==> src/rtl/hazard_unit.sv <==
// hazard_unit: ID-stage hazard detection and pipeline steering for the
// 5-stage MIPS core. It compares the sources of the instruction in IF/ID
// against the destination of the instruction in ID/EX. When it finds a
// dependency it stalls the front end and turns the decoded controls into a
// bubble. When a branch is taken or a jump is decoded it flushes IF/ID.
//
// Handshake/steering semantics, in one place:
//   stall cycle     : pc_write=0, if_id_write=0, control_mux=0, if_id_flush=0
//   non-stall cycle : pc_write=1, if_id_write=1, control_mux=1,
//                     if_id_flush = branch_taken | jump
//   Stall wins over flush. During a stall the branch comparison and the
//   decode are not valid yet, so branch_taken and jump are ignored.
//   While reset is high every control output is 0.
//
// Only the FSM state and the two performance counters are registered. The
// control outputs are decoded from the state and the inputs alone, so the
// counters never feed back into the steering logic.
module hazard_unit #(
  parameter int CNT_W = 16
) (
  input  logic             clk,
  input  logic             reset,
  input  logic [31:0]      if_id_instr,
  input  logic             id_ex_mem_read,
  input  logic             id_ex_reg_write,
  input  logic [4:0]       id_ex_write_reg,
  input  logic             branch_taken,
  input  logic             jump,
  output logic             pc_write,
  output logic             if_id_write,
  output logic             if_id_flush,
  output logic             control_mux,
  output logic [CNT_W-1:0] stall_cycles,
  output logic [CNT_W-1:0] flush_count
);

  // RUN : normal hazard checking.
  // HOLD: second stall cycle of a load feeding an ID-stage branch. The
  //       load data only reaches the comparator one cycle later.
  typedef enum logic [0:0] {
    RUN  = 1'b0,
    HOLD = 1'b1
  } state_t;

  state_t state;
  state_t state_next;

  // Instruction fields.
  logic [5:0] opcode;
  logic [4:0] rs;
  logic [4:0] rt;
  logic [5:0] funct;

  // Decode results.
  logic rs_used;
  logic rt_used;
  logic is_branch;
  logic rs_match;
  logic rt_match;
  logic dep;

  // Hazard classes, evaluated in RUN.
  logic load_use;
  logic alu_branch;
  logic load_branch;

  // Cycle classification.
  logic stall;
  logic flush;

  // Immediate/shamt/rd bits are not needed for source decoding.
  logic unused_instr_bits;

  assign opcode = if_id_instr[31:26];
  assign rs     = if_id_instr[25:21];
  assign rt     = if_id_instr[20:16];
  assign funct  = if_id_instr[5:0];

  assign unused_instr_bits = ^if_id_instr[15:6];

  // Work out which source fields the ID instruction really reads.
  always_comb begin
    rs_used   = 1'b1;
    rt_used   = 1'b0;
    is_branch = 1'b0;

    // j / jal hold a jump target in the rs field, not a register.
    if (opcode == 6'h02 || opcode == 6'h03) begin
      rs_used = 1'b0;
    end

    // sll / srl / sra shift rt by shamt, so rs is unused.
    if (opcode == 6'h00 &&
        (funct == 6'h00 || funct == 6'h02 || funct == 6'h03)) begin
      rs_used = 1'b0;
    end

    // rt is a source for R-type, beq, bne and sw. For other I-types it is
    // the destination.
    if (opcode == 6'h00 || opcode == 6'h04 ||
        opcode == 6'h05 || opcode == 6'h2B) begin
      rt_used = 1'b1;
    end

    if (opcode == 6'h04 || opcode == 6'h05) begin
      is_branch = 1'b1;
    end
  end

  // $0 is hardwired to zero, so a write to it can never create a dependency.
  assign rs_match = rs_used && (rs == id_ex_write_reg);
  assign rt_match = rt_used && (rt == id_ex_write_reg);
  assign dep      = id_ex_reg_write && (id_ex_write_reg != 5'd0) &&
                    (rs_match || rt_match);

  assign load_use    = dep && id_ex_mem_read;
  assign alu_branch  = dep && is_branch && !id_ex_mem_read;
  assign load_branch = dep && is_branch && id_ex_mem_read;

  // Next-state logic and stall/flush classification for the current cycle.
  always_comb begin
    state_next = state;
    stall      = 1'b0;
    flush      = 1'b0;

    case (state)
      RUN: begin
        if (load_use || alu_branch) begin
          stall = 1'b1;
        end
        if (load_branch) begin
          state_next = HOLD;
        end
        if (!stall) begin
          flush = branch_taken | jump;
        end
      end

      HOLD: begin
        // Unconditional stall. Hazard inputs are stale here, so ignore them.
        stall      = 1'b1;
        state_next = RUN;
      end

      default: begin
        state_next = RUN;
      end
    endcase
  end

  // Drive the control outputs. While reset is high, everything is held off.
  always_comb begin
    pc_write    = 1'b0;
    if_id_write = 1'b0;
    if_id_flush = 1'b0;
    control_mux = 1'b0;

    if (!reset) begin
      pc_write    = !stall;
      if_id_write = !stall;
      control_mux = !stall;
      if_id_flush = flush;
    end
  end

  // State register. Reset returns to RUN at once, even from HOLD.
  always_ff @(posedge clk or posedge reset) begin
    if (reset) begin
      state <= RUN;
    end else begin
      state <= state_next;
    end
  end

  // Saturating count of stall cycles.
  always_ff @(posedge clk or posedge reset) begin
    if (reset) begin
      stall_cycles <= '0;
    end else if (stall && (stall_cycles != {CNT_W{1'b1}})) begin
      stall_cycles <= stall_cycles + CNT_W'(1);
    end
  end

  // Saturating count of cycles in which IF/ID was flushed.
  always_ff @(posedge clk or posedge reset) begin
    if (reset) begin
      flush_count <= '0;
    end else if (if_id_flush && (flush_count != {CNT_W{1'b1}})) begin
      flush_count <= flush_count + CNT_W'(1);
    end
  end

endmodule
==> config.mk <==
export PLATFORM = sky130hd
export DESIGN_NAME = hazard_unit
export DESIGN_NICKNAME = d
export VERILOG_FILES = /design/src/rtl/hazard_unit.sv
export SDC_FILE = /design/constraint.sdc
export NUM_CORES = 1
export LEC_CHECK = 0
export ABC_CLOCK_PERIOD_IN_PS = 4250
export BUFFER_PORTS_ARGS = -buffer_cell sky130_fd_sc_hd__buf_2
export CORE_ASPECT_RATIO = 0.5
export CORE_UTILIZATION = 35
export CTS_CLUSTER_DIAMETER = 120
export CTS_CLUSTER_SIZE = 10
export DETAILED_ROUTE_END_ITERATION = 8
export GPL_TIMING_DRIVEN = 0
export PLACE_DENSITY = 0.63
export SLEW_MARGIN = 0
export SYNTH_ARGS = -nofsm -noshare
export SYNTH_HDL_FRONTEND = slang
export SYNTH_SLANG_ARGS = --single-unit
==> constraint.sdc <==
create_clock -name clk -period 4.25 [get_ports clk]
set_input_delay 0.2125 -clock clk [delete_from_list [all_inputs] [get_ports clk]]
set_output_delay 0.2125 -clock clk [all_outputs]
set_load 0.01 [all_outputs]
==> impl_metrics.yaml, run 1 <==
worst_setup_path:
  crit_required_ns: 4.04
  slowest_delay_ns: 0.51
  path_cells: "buf_2 > or4_1 > a2111o_1 > a21oi_2 > or2_1 > buf_2 > buf_2 > nor2_1 > buf_4 > buf_2"
  cp-end-kind: "primary output"
  crit_family: "buffers and inverters"
  cp.arrival_ns: 2.46
  worstSetupStartpointType: "input pin"
  worst-path-buf-inv: 5
  crit_fanout: 10
  cpMaxStageDelayCell: "or4_1"
  worstSetupPathType: "input pin to primary output"
  crit_top_cell: "buf_2"
power_and_ir_drop:
  total_power_uw: 804
  power.ir.vdd_worst_v: 0.000146
  swShare: 0.295
  switchingPower_uw: 237
  p_per_area_nw_per_um2: 341
  p_leak_nw: 1.14
  clock_power_share: 0.291
  p_int_uw: 567
  power_frac_comb: 0.221
  seqPwrFrac: 0.488
grt:
  grt_pass1_wl_um: 6790
  track_usage: 0.159
  grt_max_degree: 35
  grt_pass1_vias: 1494
  antenna_found_initial: 0
  grt_overflow: 0
status:
  status: "completed"
logic_synthesis:
  syn_nets: 226
  synth.cell_area_um2: 1810
  synthCells: 181
  synthDistinctLibCells: 35
  synth-seq-cells: 33
  avgSynthCellArea_um2: 9.99
  ys_seq_area_frac: 0.457
  yosysWarnings: 0
die:
  initial_core_util: 0.365
  num_rows: 18
  dieHeight_um: 52.8
  coreArea_um2: 4950
  dieArea_um2: 5470
  fp.dieW_um: 104
  pin_count: 79
cts:
  cts_max_path_buffers: 2
  clkLatencyLatePin_ns: 0.28
  postCtsHoldBufs: 0
  numCtsBuffers: 5
  post_cts_buffers: 0
  clkTransAtPathRegs_ns: 0.06
  cts-htree-levels: 2
  clock-sinks: 33
  cts_resized: 0
  clockRootBuffer: "clkbuf_8"
  cts_tree: "done"
cells_and_area:
  most-common-layout-cells: "buf_2, dfrtp_1, xnor2_1"
  fillers: 485
  syn_to_final_growth_pct: 30.5
  fin_util: 0.476
  antenna_cells: 0
  design_area_um2: 2360
  seq_area_um2: 826
  nNetsFinal: 303
  layout-drive-gt1-share: 0.318
  multi_input_area_um2: 941
  final_common_cell: "buf_2"
place:
  gp_congestion: 0.782
  portBuffers: 68
  pre_cts_ws_ns: 0.886
  place_area_um2: 2240
  dp_hpwl_um: 3030
route:
  first_pass_iters: 4
  drt-total-wl_um: 4060
  via_per_inst: 4.93
  ant_nets: 0
  drtIter0Drc: 47
  routedWlPerCell_um: 12.4
  num_vias: 1617
  drc: 0
sta:
  rsz0062_at_grt: "no"
  period_needed_ns: 2.67
  finalHoldViolCount: 0
  setup_viol: 0
  fmax_mhz: 375
  max_slew.worst_pin.slew_ns: 0.677
  setup_slack_ns: 1.58
  slew_headroom: 0.547
  post-route-period-util: 0.628
  timing.setup.tns_ns: 0
  clock_skew_ns: 0.00417
  final-max-slew-violation-count: 0
worst_hold_path:
  min_path_type: "input pin to flip-flop"
run:
  maxCapViolCount: 0
[cell type report]
class	instances	share of cell area
buffer	5	0.0127
clock buffer	7	0.0366
timing repair buffer	70	0.160
tap	70	0.0371
sequential	33	0.350
multi-input combinational	140	0.399
inverter	3	0.00477
[power groups by stage]
stage	clock, mW	sequential (mW)	combinational [mW]
global placement	0	0.396	0.169
floorplan	0	0.411	0.0807
global route	0.257	0.401	0.199
finish	0.234	0.393	0.178
CTS	0.242	0.393	0.175
detailed placement	0	0.399	0.174
[cells by family after synthesis]
family | count (synthesis) | share of synthesized area
compound gates | 11 | 0.0401
xor+xnor | 36 | 0.174
fa+ha+maj | 2 | 0.0138
buf+inv | 8 | 0.0228
flops | 33 | 0.457
mux | 5 | 0.0304
simple gates | 86 | 0.262
[final timing paths]
path                       slack, ns              end            start  cells past startpoint
min                             0.21            state   id_ex_mem_read                      3
min in group asynchronous       0.42  stall_cycles[1]            reset                      3
max                             1.58      if_id_write  if_id_instr[27]                     10
max reg2reg                     1.99   flush_count[1]   flush_count[6]                      6
min reg2reg                     0.49  stall_cycles[5]  stall_cycles[5]                      1
max in group asynchronous       3.42   flush_count[9]            reset                      4
[worst reg2reg max path, cell delays in order (launching register included)]
cell and delay [ns]:
dfrtp_1 0.43, and3_1 0.25, nand3_1 0.15, nor2_1 0.08
a211o_1 0.30, nor2_1 0.53, mux2_2 0.41
[registers in the layout, indices dropped and copies added (netlist names)]
register / flops
flush_count: 16
stall_cycles: 16
state: 1
[cell usage after synthesis]
master	number	area [um^2]
a2111o_1	1	11.3
a211o_1	1	8.76
a211oi_1	1	7.51
a21oi_1	3	15.0
a21oi_2	1	8.76
a31oi_1	1	6.26
and2_0	2	12.5
and3_1	10	62.6
and4_1	1	8.76
buf_2	3	15.0
buf_4	2	15.0
dfrtp_1	33	826
ha_1	2	25.0
inv_1	3	11.3
mux2_1	3	33.8
mux2_2	1	11.3
mux2i_1	1	10.0
nand2_1	13	48.8
nand2b_1	3	18.8
nand3_1	12	60.1
nand3b_1	1	7.51
nand4_1	15	93.8
nand4b_1	2	17.5
nor2_1	13	48.8
nor2b_1	1	6.26
nor3_1	3	15.0
nor4_1	4	25.0
nor4b_1	1	8.76
o21ai_0	1	5.00
o21ai_1	2	10.0
or2_1	1	6.26
or4_1	3	22.5
or4b_1	1	10.0
xnor2_1	26	228
xor2_1	10	87.6
[per-stage QoR]
stage,instances,hold slack [ns]
2_1_floorplan,181,0.347
3_3_place_gp,319,0.473
3_5_place_dp,319,0.481
4_1_cts,326,0.199
5_1_grt,328,0.213
6_report,328,0.212
[per-layer routing]
| layer | vias to the layer above | GRT usage | share of wire |
|---|---|---|---|
| met1 | 773 | 0.208 | 0.49 |
| met2 | 38 | 0.262 | 0.46 |
| li1 | 801 | - | - |
| met3 | 5 | 0.0373 | 0.039 |
| met4 | 0 | 0.0580 | 0.0091 |
| met5 | - | 0 | 0 |
(Power assumes the default switching activity.)
==> run 2, diff against run 1 <==
--- a/config.mk
+++ b/config.mk
@@ -5,7 +5,7 @@
 export SDC_FILE = /design/constraint.sdc
 export NUM_CORES = 1
 export LEC_CHECK = 0
-export ABC_CLOCK_PERIOD_IN_PS = 4250
+export ABC_CLOCK_PERIOD_IN_PS = 2630
 export BUFFER_PORTS_ARGS = -buffer_cell sky130_fd_sc_hd__buf_2
 export CORE_ASPECT_RATIO = 0.5
 export CORE_UTILIZATION = 35
==> constraint.sdc (replaced) <==
create_clock -name clk -period 2.63 [get_ports clk]
set_input_delay 0.1315 -clock clk [delete_from_list [all_inputs] [get_ports clk]]
set_output_delay 0.1315 -clock clk [all_outputs]
set_load 0.01 [all_outputs]
==> run 2 against run 1 <==
  * The flow now finishes with violations (hold timing)
  * Global-route usage up 0.057 points
  * Combinational power grew 58%
  * Sequential power up 61%
  * Wire length decreased by 1.3%
  * Die area unchanged
  * Clock skew decreased by 0.0011 ns
  * Worst setup slack worse by 1.4 ns
  * Worst hold slack worse by 0.24 ns
  * Utilization shrank 0.68 points
  * Sequential share of layout area rose by 0.51 points
  * Final cell count down 0.61%
  * Final area down 1.4%
  * Critical path type unchanged
  * Critical endpoint is now pc_write
==> impl_metrics.yaml, run 2 (synthesis gave the netlist of run 1 again) <==
worst_setup_path:
  crit_fanout: 10
  crit_required_ns: 2.50
  cp.arrival_ns: 2.36
  worstSetupStartpointType: "input pin"
  cp-end-kind: "primary output"
  reg2reg_depth: 6
  worstSetupPathType: "input pin to primary output"
cells_and_area:
  design_area_um2: 2330
  syn_to_final_growth_pct: 28.7
  layout-drive-gt1-share: 0.320
  nNetsFinal: 301
  fin_util: 0.469
  final_common_cell: "buf_2"
  fillers: 489
  most-common-layout-cells: "buf_2, dfrtp_1, xnor2_1"
  stdcell_count: 326
  reg_top3: "flush_count: 16 flops, stall_cycles: 16 flops, state: 1 flops"
  antenna_cells: 0
sta:
  period_needed_ns: 2.49
  max_slew.worst_pin.slew_ns: 0.728
  hold_ws_ns: -0.0291
  fmax_mhz: 402
  setup_viol: 0
  post-route-period-util: 0.947
  clock_skew_ns: 0.00306
  timing.setup.tns_ns: 0
  final-max-slew-violation-count: 0
  finalHoldViolCount: 33
  setup_slack_ns: 0.140
  slew_headroom: 0.514
  rsz0062_at_grt: "no"
cts:
  clock-sinks: 33
  cts-htree-levels: 2
  post_cts_buffers: 0
  cts_tree: "done"
  clkLatencyLatePin_ns: 0.28
  numCtsBuffers: 5
  postCtsHoldBufs: 0
  cts_max_path_buffers: 2
  clockRootBuffer: "clkbuf_8"
  cts_resized: 1
  clkTransAtPathRegs_ns: 0.06
route:
  drt-total-wl_um: 4000
  ant_nets: 0
  num_vias: 1615
  first_pass_iters: 4
  via_per_inst: 4.95
  routedWlPerCell_um: 12.3
  drtIter0Drc: 48
  drc: 0
power_and_ir_drop:
  p_leak_nw: 1.12
  power.ir.vdd_worst_v: 0.000237
  p_per_area_nw_per_um2: 556
  total_power_mw: 1.29
status:
  failed_checks: "hold timing"
  status: "finished, violations left"
place:
  dp_cells: 319
  gp_congestion: 0.782
  dp_hpwl_um: 3030
  pre_cts_ws_ns: -0.653
  place_area_um2: 2240
  portBuffers: 68
grt:
  track_usage: 0.160
  grt_max_degree: 35
  grt_overflow: 0
  grt_pass1_wl_um: 6820
  antenna_found_initial: 0
  grt_pass1_vias: 1495
worst_hold_path:
  min_path_type: "input pin to asynchronous set/reset pin"
die:
  dieHeight_um: 52.8
  dieArea_um2: 5470
  num_rows: 18
  coreArea_um2: 4950
  initial_core_util: 0.365
  fp.dieW_um: 104
  pin_count: 79
run:
  maxCapViolCount: 0
run 2: cell types whose count changed in the layout (fill, tap and decap cells not counted), sizes merged:
cell / change
buf: -1
clkinv: -1
clkinvlp: +1
dlygate4sd3: -1
run 2: final cells by class:
class / instances / area (um^2) / share of cell area
multi-input combinational: 140 / 941 / 0.405
sequential: 33 / 826 / 0.355
timing repair buffer: 68 / 340 / 0.146
tap: 70 / 87.6 / 0.0377
clock buffer: 7 / 86.3 / 0.0371
buffer: 5 / 30.0 / 0.0129
inverter: 3 / 15.0 / 0.00646
run 2: report_power, final:
part	internal, mW	switching, mW
combinational	0.135	0.145
clock	0.207	0.172
sequential	0.568	0.0658
total	0.911	0.383
run 2: final timing paths:
check                      slack [ns]         endpoint       startpoint
max reg2reg                      0.38   flush_count[1]   flush_count[6]
min                             -0.03  stall_cycles[6]            reset
min reg2reg                      0.49  stall_cycles[5]  stall_cycles[5]
max in group asynchronous        2.25   flush_count[5]            reset
max                              0.14         pc_write  if_id_instr[27]
min in group clk                 0.13            state   id_ex_mem_read
run 2: critical path: stages:
cell      delay [ns]
buf_2           0.12
or4_1           0.51
a2111o_1        0.46
a21oi_2         0.21
or2_1           0.12
buf_2           0.21
buf_2           0.24
nor2_1          0.08
buf_4           0.13
buf_2           0.13
run 2: routing by layer:
metal / track usage / up-vias / part of all wire
li1: - / 795 / -
met1: 0.210 / 774 / 0.50
met2: 0.261 / 41 / 0.45
met3: 0.0373 / 5 / 0.042
met4: 0.0580 / 0 / 0.0092
met5: 0 / - / 0
